**config.mk**
```make
export PLATFORM = sky130hd
export DESIGN_NAME = wb_mem_2_ppfifo
export DESIGN_NICKNAME = d
export VERILOG_FILES = /design/src/rtl/wb_mem_2_ppfifo.sv
export SDC_FILE = /design/constraint.sdc
export NUM_CORES = 1
export LEC_CHECK = 0
export BUFFER_PORTS_ARGS = -buffer_cell sky130_fd_sc_hd__buf_2
export CAP_MARGIN = 0
export CORE_MARGIN = 2
export CORE_UTILIZATION = 60
export CTS_BUF_LIST = sky130_fd_sc_hd__clkbuf_8
export DETAILED_ROUTE_END_ITERATION = 12
export HOLD_SLACK_MARGIN = 0.05
export PLACE_DENSITY = 0.92
export SLEW_MARGIN = 20
export SYNTH_ARGS = -nofsm -noshare
export SYNTH_HDL_FRONTEND = slang
export SYNTH_SLANG_ARGS = --single-unit
```
**constraint.sdc**
```tcl
create_clock -name clk -period 10.6 [get_ports clk]
set_input_delay 1.06 -clock clk [delete_from_list [all_inputs] [get_ports clk]]
set_output_delay 1.06 -clock clk [all_outputs]
set_load 0.05 [all_outputs]
```
**src/rtl/wb_mem_2_ppfifo.sv**
```systemverilog
// wb_mem_2_ppfifo
//   Drains two memory banks over a Wishbone master read port into a
//   ping-pong FIFO. The banks are refilled externally. Each bank keeps a word
//   pointer. The FSM picks bank 0 first, then bank 1, and issues one read at a
//   time. Every returned word is pushed into the currently held PPFIFO side.
//
// Ports
//   clk, rst                         clock, asynchronous active-high reset
//   i_enable                         core enable
//   i_memory_N_base / _size          bank word base address / length in words
//   i_memory_N_new_data              pulse: bank refilled, pointer rewinds
//   o_memory_N_count / _empty        words left in bank / no words left
//   o_read_finished                  one-cycle pulse when a bank is drained
//   o_mem_*, i_mem_*                 Wishbone master (read only)
//   i_ppfifo_rdy, o_ppfifo_act       PPFIFO side ready / side held
//   i_ppfifo_size                    words the held side accepts
//   o_ppfifo_stb, o_ppfifo_data      PPFIFO write strobe / data
module wb_mem_2_ppfifo (
  input  logic        clk,
  input  logic        rst,
  input  logic        i_enable,
  input  logic [31:0] i_memory_0_base,
  input  logic [31:0] i_memory_0_size,
  input  logic        i_memory_0_new_data,
  input  logic [31:0] i_memory_1_base,
  input  logic [31:0] i_memory_1_size,
  input  logic        i_memory_1_new_data,
  output logic [31:0] o_memory_0_count,
  output logic        o_memory_0_empty,
  output logic [31:0] o_memory_1_count,
  output logic        o_memory_1_empty,
  output logic        o_read_finished,
  output logic        o_mem_we,
  output logic        o_mem_stb,
  output logic        o_mem_cyc,
  output logic [3:0]  o_mem_sel,
  output logic [31:0] o_mem_adr,
  output logic [31:0] o_mem_dat,
  input  logic [31:0] i_mem_dat,
  input  logic        i_mem_ack,
  input  logic        i_mem_int,
  input  logic [1:0]  i_ppfifo_rdy,
  output logic [1:0]  o_ppfifo_act,
  input  logic [23:0] i_ppfifo_size,
  output logic        o_ppfifo_stb,
  output logic [31:0] o_ppfifo_data
);

  localparam logic [2:0] IDLE             = 3'd0;
  localparam logic [2:0] GET_MEMORY_BLOCK = 3'd1;
  localparam logic [2:0] READ_REQ         = 3'd2;
  localparam logic [2:0] READ_WAIT        = 3'd3;
  localparam logic [2:0] FINISHED         = 3'd4;

  logic [2:0]  r_state;
  logic [31:0] r_ptr0;
  logic [31:0] r_ptr1;
  logic        r_bank;
  logic [23:0] r_count;
  logic [1:0]  r_act;
  logic        r_cyc;
  logic        r_stb;
  logic        r_ppfifo_stb;
  logic [31:0] r_ppfifo_data;
  logic        r_read_finished;

  logic        w_beat;
  logic [31:0] w_ptr0_next;
  logic [31:0] w_ptr1_next;
  logic [31:0] w_count_after;
  logic [23:0] w_count_inc;
  logic        w_unused;

  assign w_unused = i_mem_int;

  // A beat completes on the edge that samples ack while our strobe is up.
  assign w_beat = (r_state == READ_WAIT) && r_stb && i_mem_ack;

  // A refill pulse rewinds the pointer and wins over a same-cycle increment.
  always_comb begin
    w_ptr0_next = r_ptr0;
    w_ptr1_next = r_ptr1;
    if (w_beat) begin
      if (r_bank) w_ptr1_next = r_ptr1 + 32'd1;
      else        w_ptr0_next = r_ptr0 + 32'd1;
    end
    if (i_memory_0_new_data) w_ptr0_next = '0;
    if (i_memory_1_new_data) w_ptr1_next = '0;
  end

  // Words left in the active bank once this edge's pointer update lands.
  assign w_count_after = r_bank ? (i_memory_1_size - w_ptr1_next)
                                : (i_memory_0_size - w_ptr0_next);
  assign w_count_inc   = r_count + 24'd1;

  assign o_memory_0_count = i_memory_0_size - r_ptr0;
  assign o_memory_1_count = i_memory_1_size - r_ptr1;
  assign o_memory_0_empty = (o_memory_0_count == 32'd0);
  assign o_memory_1_empty = (o_memory_1_count == 32'd0);

  assign o_mem_adr = r_bank ? (i_memory_1_base + r_ptr1) : (i_memory_0_base + r_ptr0);
  assign o_mem_we  = 1'b0;
  assign o_mem_sel = 4'hF;
  assign o_mem_dat = 32'd0;
  assign o_mem_cyc = r_cyc;
  assign o_mem_stb = r_stb;

  assign o_ppfifo_act    = r_act;
  assign o_ppfifo_stb    = r_ppfifo_stb;
  assign o_ppfifo_data   = r_ppfifo_data;
  assign o_read_finished = r_read_finished;

  always_ff @(posedge clk or posedge rst) begin
    if (rst) begin
      r_state         <= IDLE;
      r_ptr0          <= '0;
      r_ptr1          <= '0;
      r_bank          <= 1'b0;
      r_count         <= '0;
      r_act           <= 2'b00;
      r_cyc           <= 1'b0;
      r_stb           <= 1'b0;
      r_ppfifo_stb    <= 1'b0;
      r_ppfifo_data   <= '0;
      r_read_finished <= 1'b0;
    end else begin
      r_ppfifo_stb    <= 1'b0;
      r_read_finished <= 1'b0;
      r_ptr0          <= w_ptr0_next;
      r_ptr1          <= w_ptr1_next;

      case (r_state)
        IDLE: begin
          r_cyc <= 1'b0;
          r_stb <= 1'b0;
          if (i_enable) r_state <= GET_MEMORY_BLOCK;
        end
        GET_MEMORY_BLOCK: begin
          if (!i_enable) begin
            r_state <= IDLE;
          end else if (o_memory_0_count != 32'd0) begin
            r_bank  <= 1'b0;
            r_state <= READ_REQ;
          end else if (o_memory_1_count != 32'd0) begin
            r_bank  <= 1'b1;
            r_state <= READ_REQ;
          end
        end
        READ_REQ: begin
          if (!i_enable) begin
            // Enable dropped between beats: stop here, nothing in flight.
            r_cyc   <= 1'b0;
            r_state <= IDLE;
          end else if ((r_act != 2'b00) && (r_count < i_ppfifo_size)) begin
            r_cyc   <= 1'b1;
            r_stb   <= 1'b1;
            r_state <= READ_WAIT;
          end else begin
            r_cyc <= 1'b0;
          end
        end
        READ_WAIT: begin
          if (w_beat) begin
            r_stb         <= 1'b0;
            r_ppfifo_data <= i_mem_dat;
            r_ppfifo_stb  <= 1'b1;
            r_count       <= w_count_inc;
            // A full side is handed back; cyc stays up only while there is room.
            if (w_count_inc == i_ppfifo_size) begin
              r_act <= 2'b00;
              r_cyc <= 1'b0;
            end
            if (w_count_after == 32'd0) begin
              r_cyc   <= 1'b0;
              r_state <= FINISHED;
            end else begin
              r_state <= READ_REQ;
            end
          end
        end
        FINISHED: begin
          r_cyc           <= 1'b0;
          r_stb           <= 1'b0;
          r_read_finished <= 1'b1;
          // Partially filled side is flushed so the reader sees it now.
          if (r_count != 24'd0) r_act <= 2'b00;
          r_state <= GET_MEMORY_BLOCK;
        end
        default: begin
          r_cyc   <= 1'b0;
          r_stb   <= 1'b0;
          r_state <= IDLE;
        end
      endcase

      // Side grab runs regardless of state; it only fires with no side held,
      // so it never collides with a release above.
      if (i_enable && (r_act == 2'b00) && (i_ppfifo_rdy != 2'b00)) begin
        r_act   <= i_ppfifo_rdy[0] ? 2'b01 : 2'b10;
        r_count <= '0;
      end
    end
  end

endmodule

```
==> results.sh <==
export IMPL_floorplan_initialDensity=0.609
export IMPL_remaining_drc_errors=0
export IMPL_finalClockSkew_ps=16.0
export IMPL_seqCellArea_um2=3250
export IMPL_kind_of_critical_path="primary input to register"
export IMPL_grtUsageTotal=0.355
export IMPL_p_sw_frac=0.544
export IMPL_buffer_depth_of_the_longest_clock_path=2
export IMPL_synthesis_yosys_warnings=0
export IMPL_netlist_top_cells_area="sky130_fd_sc_hd__dfrtp_1, sky130_fd_sc_hd__ha_1, sky130_fd_sc_hd__xnor2_1"
export IMPL_run_status="finished clean"
export IMPL_critPathRequiredTime_ps=10960
export IMPL_cts_setup_buffers=0
export IMPL_comb_power_share=0.564
export IMPL_clk_insertion_delay_late_ps=480
export IMPL_synth_async_sr_flop_share=1.00
export IMPL_multi_input_area_um2=14200
export IMPL_detail_route_first_pass_iterations=6
export IMPL_pin_count_of_the_biggest_net_entering_global_routing=67
export IMPL_library_cells_used_by_synthesis=89
export IMPL_routed_antenna_nets=0
export IMPL_grt_util_met1=0.446
export IMPL_cts_clk_slew_worst_paths_ps=80
export IMPL_cts_resized_gates=0
export IMPL_power_per_cell_area_nw_per_um2=117
export IMPL_setup_viol_count_final=0
export IMPL_clock_power_share=0.183
export IMPL_chipWidth_um=180
export IMPL_final_hold_viol_count=0
export IMPL_achievable_frequency_mhz=136
export IMPL_worst_endpoint_arrival_ps=7690
export IMPL_critical_path_max_fanout=6
export IMPL_coreArea_um2=30600
export IMPL_power_report_internal_total_mw=1.11
export IMPL_post_route_cells_drive_above_1_share=0.163
export IMPL_vias=19900
export IMPL_p_seq_frac=0.253
export IMPL_antenna_found_initial=5
export IMPL_cts_made_buffers=17
export IMPL_die_area_um2=32500
export IMPL_timing_critical_path_to_type="register"
export IMPL_vias_per_cell=6.22
export IMPL_ys_seq_area_frac=0.175
export IMPL_grt_first_pass_wirelength_mm=95.4
export IMPL_detailedPlacementHpwl_mm=48.7
export IMPL_synth_cell_area_um2=18600
export IMPL_layout_min_cycle_time_ps=7330
export IMPL_grtUsageMet3=0.0645
export IMPL_timing_worst_slew_pin_value_ps=970
export IMPL_number_of_instances_in_the_synthesized_netlist=2509
export IMPL_route_final_wire_length_mm=60.2
export IMPL_placement_setup_worst_slack_ps=2970
export IMPL_num_fill_cells=2642
export IMPL_maxSlewViolCount=0
export IMPL_timing_slew_headroom=0.351
export IMPL_ir_drop_v=0.000148
export IMPL_synth_avg_cell_area_um2=7.42
export IMPL_numClockSinks=130
export IMPL_dieHeight_um=180
export IMPL_worstHoldPathType="register to register"
export IMPL_row_count=64
export IMPL_unrepaired_setup_endpoints_after_global_routing="no"
export IMPL_max_cap_violations=0
export IMPL_globalplace_congestion=0.974
export IMPL_synth_flop_cell="sky130_fd_sc_hd__dfrtp_1"
export IMPL_top_cell_type_by_total_area_after_synthesis="sky130_fd_sc_hd__dfrtp_1"
export IMPL_grt_pass1_vias=19200
export IMPL_first_iter_violations=1428
export IMPL_fin_tns_setup_ps=0
export IMPL_yosys_register_bits=130
export IMPL_yosys_area_top_type_share=0.175
export IMPL_grt_most_used_layer="met2"
export IMPL_boundaryPins=366
export IMPL_worst_setup_path_start_kind="primary input"
export IMPL_postLayoutSetupSlackWorst_ps=3270
export IMPL_final_nets=3204
export IMPL_fin_crit_sh=0.691
export IMPL_hold_buffers=0
export IMPL_count_of_buffers_inserted_at_the_top_level_ports=327
export IMPL_synthesis_to_finish_area_growth_pct=11.7
export IMPL_cts_tree="yes"
export IMPL_use_met2=0.610
export IMPL_lkg_pwr_nw=10.1
export IMPL_number_of_h_tree_levels=4
export IMPL_overflow=0
export IMPL_avgRoutedWirePerCell_um=18.8
export IMPL_clockRootBuffer="sky130_fd_sc_hd__clkbuf_8"
export IMPL_synth_edf_count=0
export IMPL_power_switching_mw=1.32
-- sequential cells by signal, indices dropped and copies added (netlist names) --
register         cells
r_ptr1              32
o_ppfifo_act         2
o_ppfifo_stb         1
o_ppfifo_data       32
r_state              3
r_ptr0              32
o_mem_stb            1
r_count             24
r_bank               1
o_read_finished      1
o_mem_cyc            1
-- critical path: stages --
cell and delay [ps]:
sky130_fd_sc_hd__buf_2 110, sky130_fd_sc_hd__and3_1 240, sky130_fd_sc_hd__nand4_1 260, sky130_fd_sc_hd__nor2_1 300
sky130_fd_sc_hd__nor4bb_1 720, sky130_fd_sc_hd__nand2_1 280, sky130_fd_sc_hd__nor3_1 420, sky130_fd_sc_hd__nand2_1 110
sky130_fd_sc_hd__nor4_1 560, sky130_fd_sc_hd__nand3_1 190, sky130_fd_sc_hd__xnor2_1 180, sky130_fd_sc_hd__nand2b_1 100
sky130_fd_sc_hd__ha_1 360, sky130_fd_sc_hd__a21oi_1 210, sky130_fd_sc_hd__nor2_1 50, sky130_fd_sc_hd__a2111oi_0 490
sky130_fd_sc_hd__nand4_1 180, sky130_fd_sc_hd__a2111oi_0 410, sky130_fd_sc_hd__nand4_1 170, sky130_fd_sc_hd__o32ai_1 820
sky130_fd_sc_hd__o22ai_1 210, sky130_fd_sc_hd__a21bo_2 260
-- per-stage QoR --
stage | util | hold slack (ps) | power, mW | cells | instance area [um2]
final | 0.680 | 482 | 2.43 | 3205 | 20800
after CTS | 0.679 | 486 | 2.41 | 3200 | 20800
after global routing | 0.679 | 507 | 2.53 | 3202 | 20800
after global placement | 0.667 | 455 | 1.95 | 3168 | 20400
after detailed placement | 0.667 | 458 | 1.97 | 3168 | 20400
after floorplan | - | 493 | 1.62 | 2544 | 18700
-- placed cells by master, fill, tap and decap left out, types with 20 or more instances in the layout --
cell,instances
sky130_fd_sc_hd__nor2b_1,25
sky130_fd_sc_hd__ha_1,214
sky130_fd_sc_hd__xor2_1,91
sky130_fd_sc_hd__and3_1,37
sky130_fd_sc_hd__or2_2,66
sky130_fd_sc_hd__xnor2_1,158
sky130_fd_sc_hd__a21o_1,73
sky130_fd_sc_hd__inv_1,209
sky130_fd_sc_hd__o21a_1,36
sky130_fd_sc_hd__dfrtp_1,129
sky130_fd_sc_hd__or3_1,37
sky130_fd_sc_hd__nand3_1,69
sky130_fd_sc_hd__nand2b_1,23
sky130_fd_sc_hd__nor4_1,26
sky130_fd_sc_hd__nor2_1,176
sky130_fd_sc_hd__buf_2,327
sky130_fd_sc_hd__o21ai_0,123
sky130_fd_sc_hd__a211oi_1,25
sky130_fd_sc_hd__nor3_1,65
sky130_fd_sc_hd__nand2_1,287
sky130_fd_sc_hd__o211ai_1,20
sky130_fd_sc_hd__nand4_1,53
sky130_fd_sc_hd__a21oi_1,172
sky130_fd_sc_hd__conb_1,37
-- cells by family after synthesis --
group           count (synthesis)  synth area share
mux                            17           0.00948
fa+ha+maj                     220             0.150
compound gates                630             0.222
other cells                     2          0.000403
buf+inv                       316            0.0712
flops                         130             0.175
xor+xnor                      249             0.117
simple gates                  945             0.255
-- layer usage --
metal / vias up / share of wire
met5: - / 0.00022
met4: 2 / 0.036
met3: 158 / 0.084
met2: 1002 / 0.47
met1: 9339 / 0.41
li1: 9447 / -
-- power groups by stage --
stage | Combinational, mW | Sequential [mW] | Clock [mW]
after floorplan | 0.811 | 0.813 | 0
after global placement | 1.33 | 0.618 | 0
after detailed placement | 1.35 | 0.617 | 0
after CTS | 1.35 | 0.612 | 0.445
after global routing | 1.45 | 0.623 | 0.465
final | 1.37 | 0.615 | 0.445
-- cell type report --
class | count | share of cell area
Antenna cell | 5 | 0.000602
Clock buffer | 18 | 0.0119
Clock inverter | 14 | 0.00626
Inverter | 211 | 0.0382
Multi-Input combinational cell | 2098 | 0.682
Sequential cell | 130 | 0.157
Tap cell | 396 | 0.0238
Timing Repair Buffer | 333 | 0.0809
-- Yosys cell counts, types with 66 or more instances --
cell type,instances
sky130_fd_sc_hd__nor2_1,176
sky130_fd_sc_hd__ha_1,214
sky130_fd_sc_hd__nand2_1,287
sky130_fd_sc_hd__o21ai_0,123
sky130_fd_sc_hd__xor2_1,91
sky130_fd_sc_hd__dfrtp_1,130
sky130_fd_sc_hd__a21o_1,73
sky130_fd_sc_hd__or2_2,66
sky130_fd_sc_hd__a21oi_1,172
sky130_fd_sc_hd__inv_1,209
sky130_fd_sc_hd__nand3_1,69
sky130_fd_sc_hd__xnor2_1,158
-- worst paths after layout --
path | cells after the start | start | end | slack (ps)
hold / removal | 2 | o_ppfifo_data[16] | o_ppfifo_data[16] | 480
setup / recovery | 22 | i_mem_ack | o_mem_cyc | 3270
setup reg to reg | 21 | r_state[0] | o_mem_cyc | 3360
max in group asynchronous | 3 | rst | r_count[18] | 8480
hold reg to reg | 2 | o_ppfifo_data[16] | o_ppfifo_data[16] | 480
min in group asynchronous | 2 | rst | r_ptr0[27] | 750
Power figures use the tool's default switching activity.
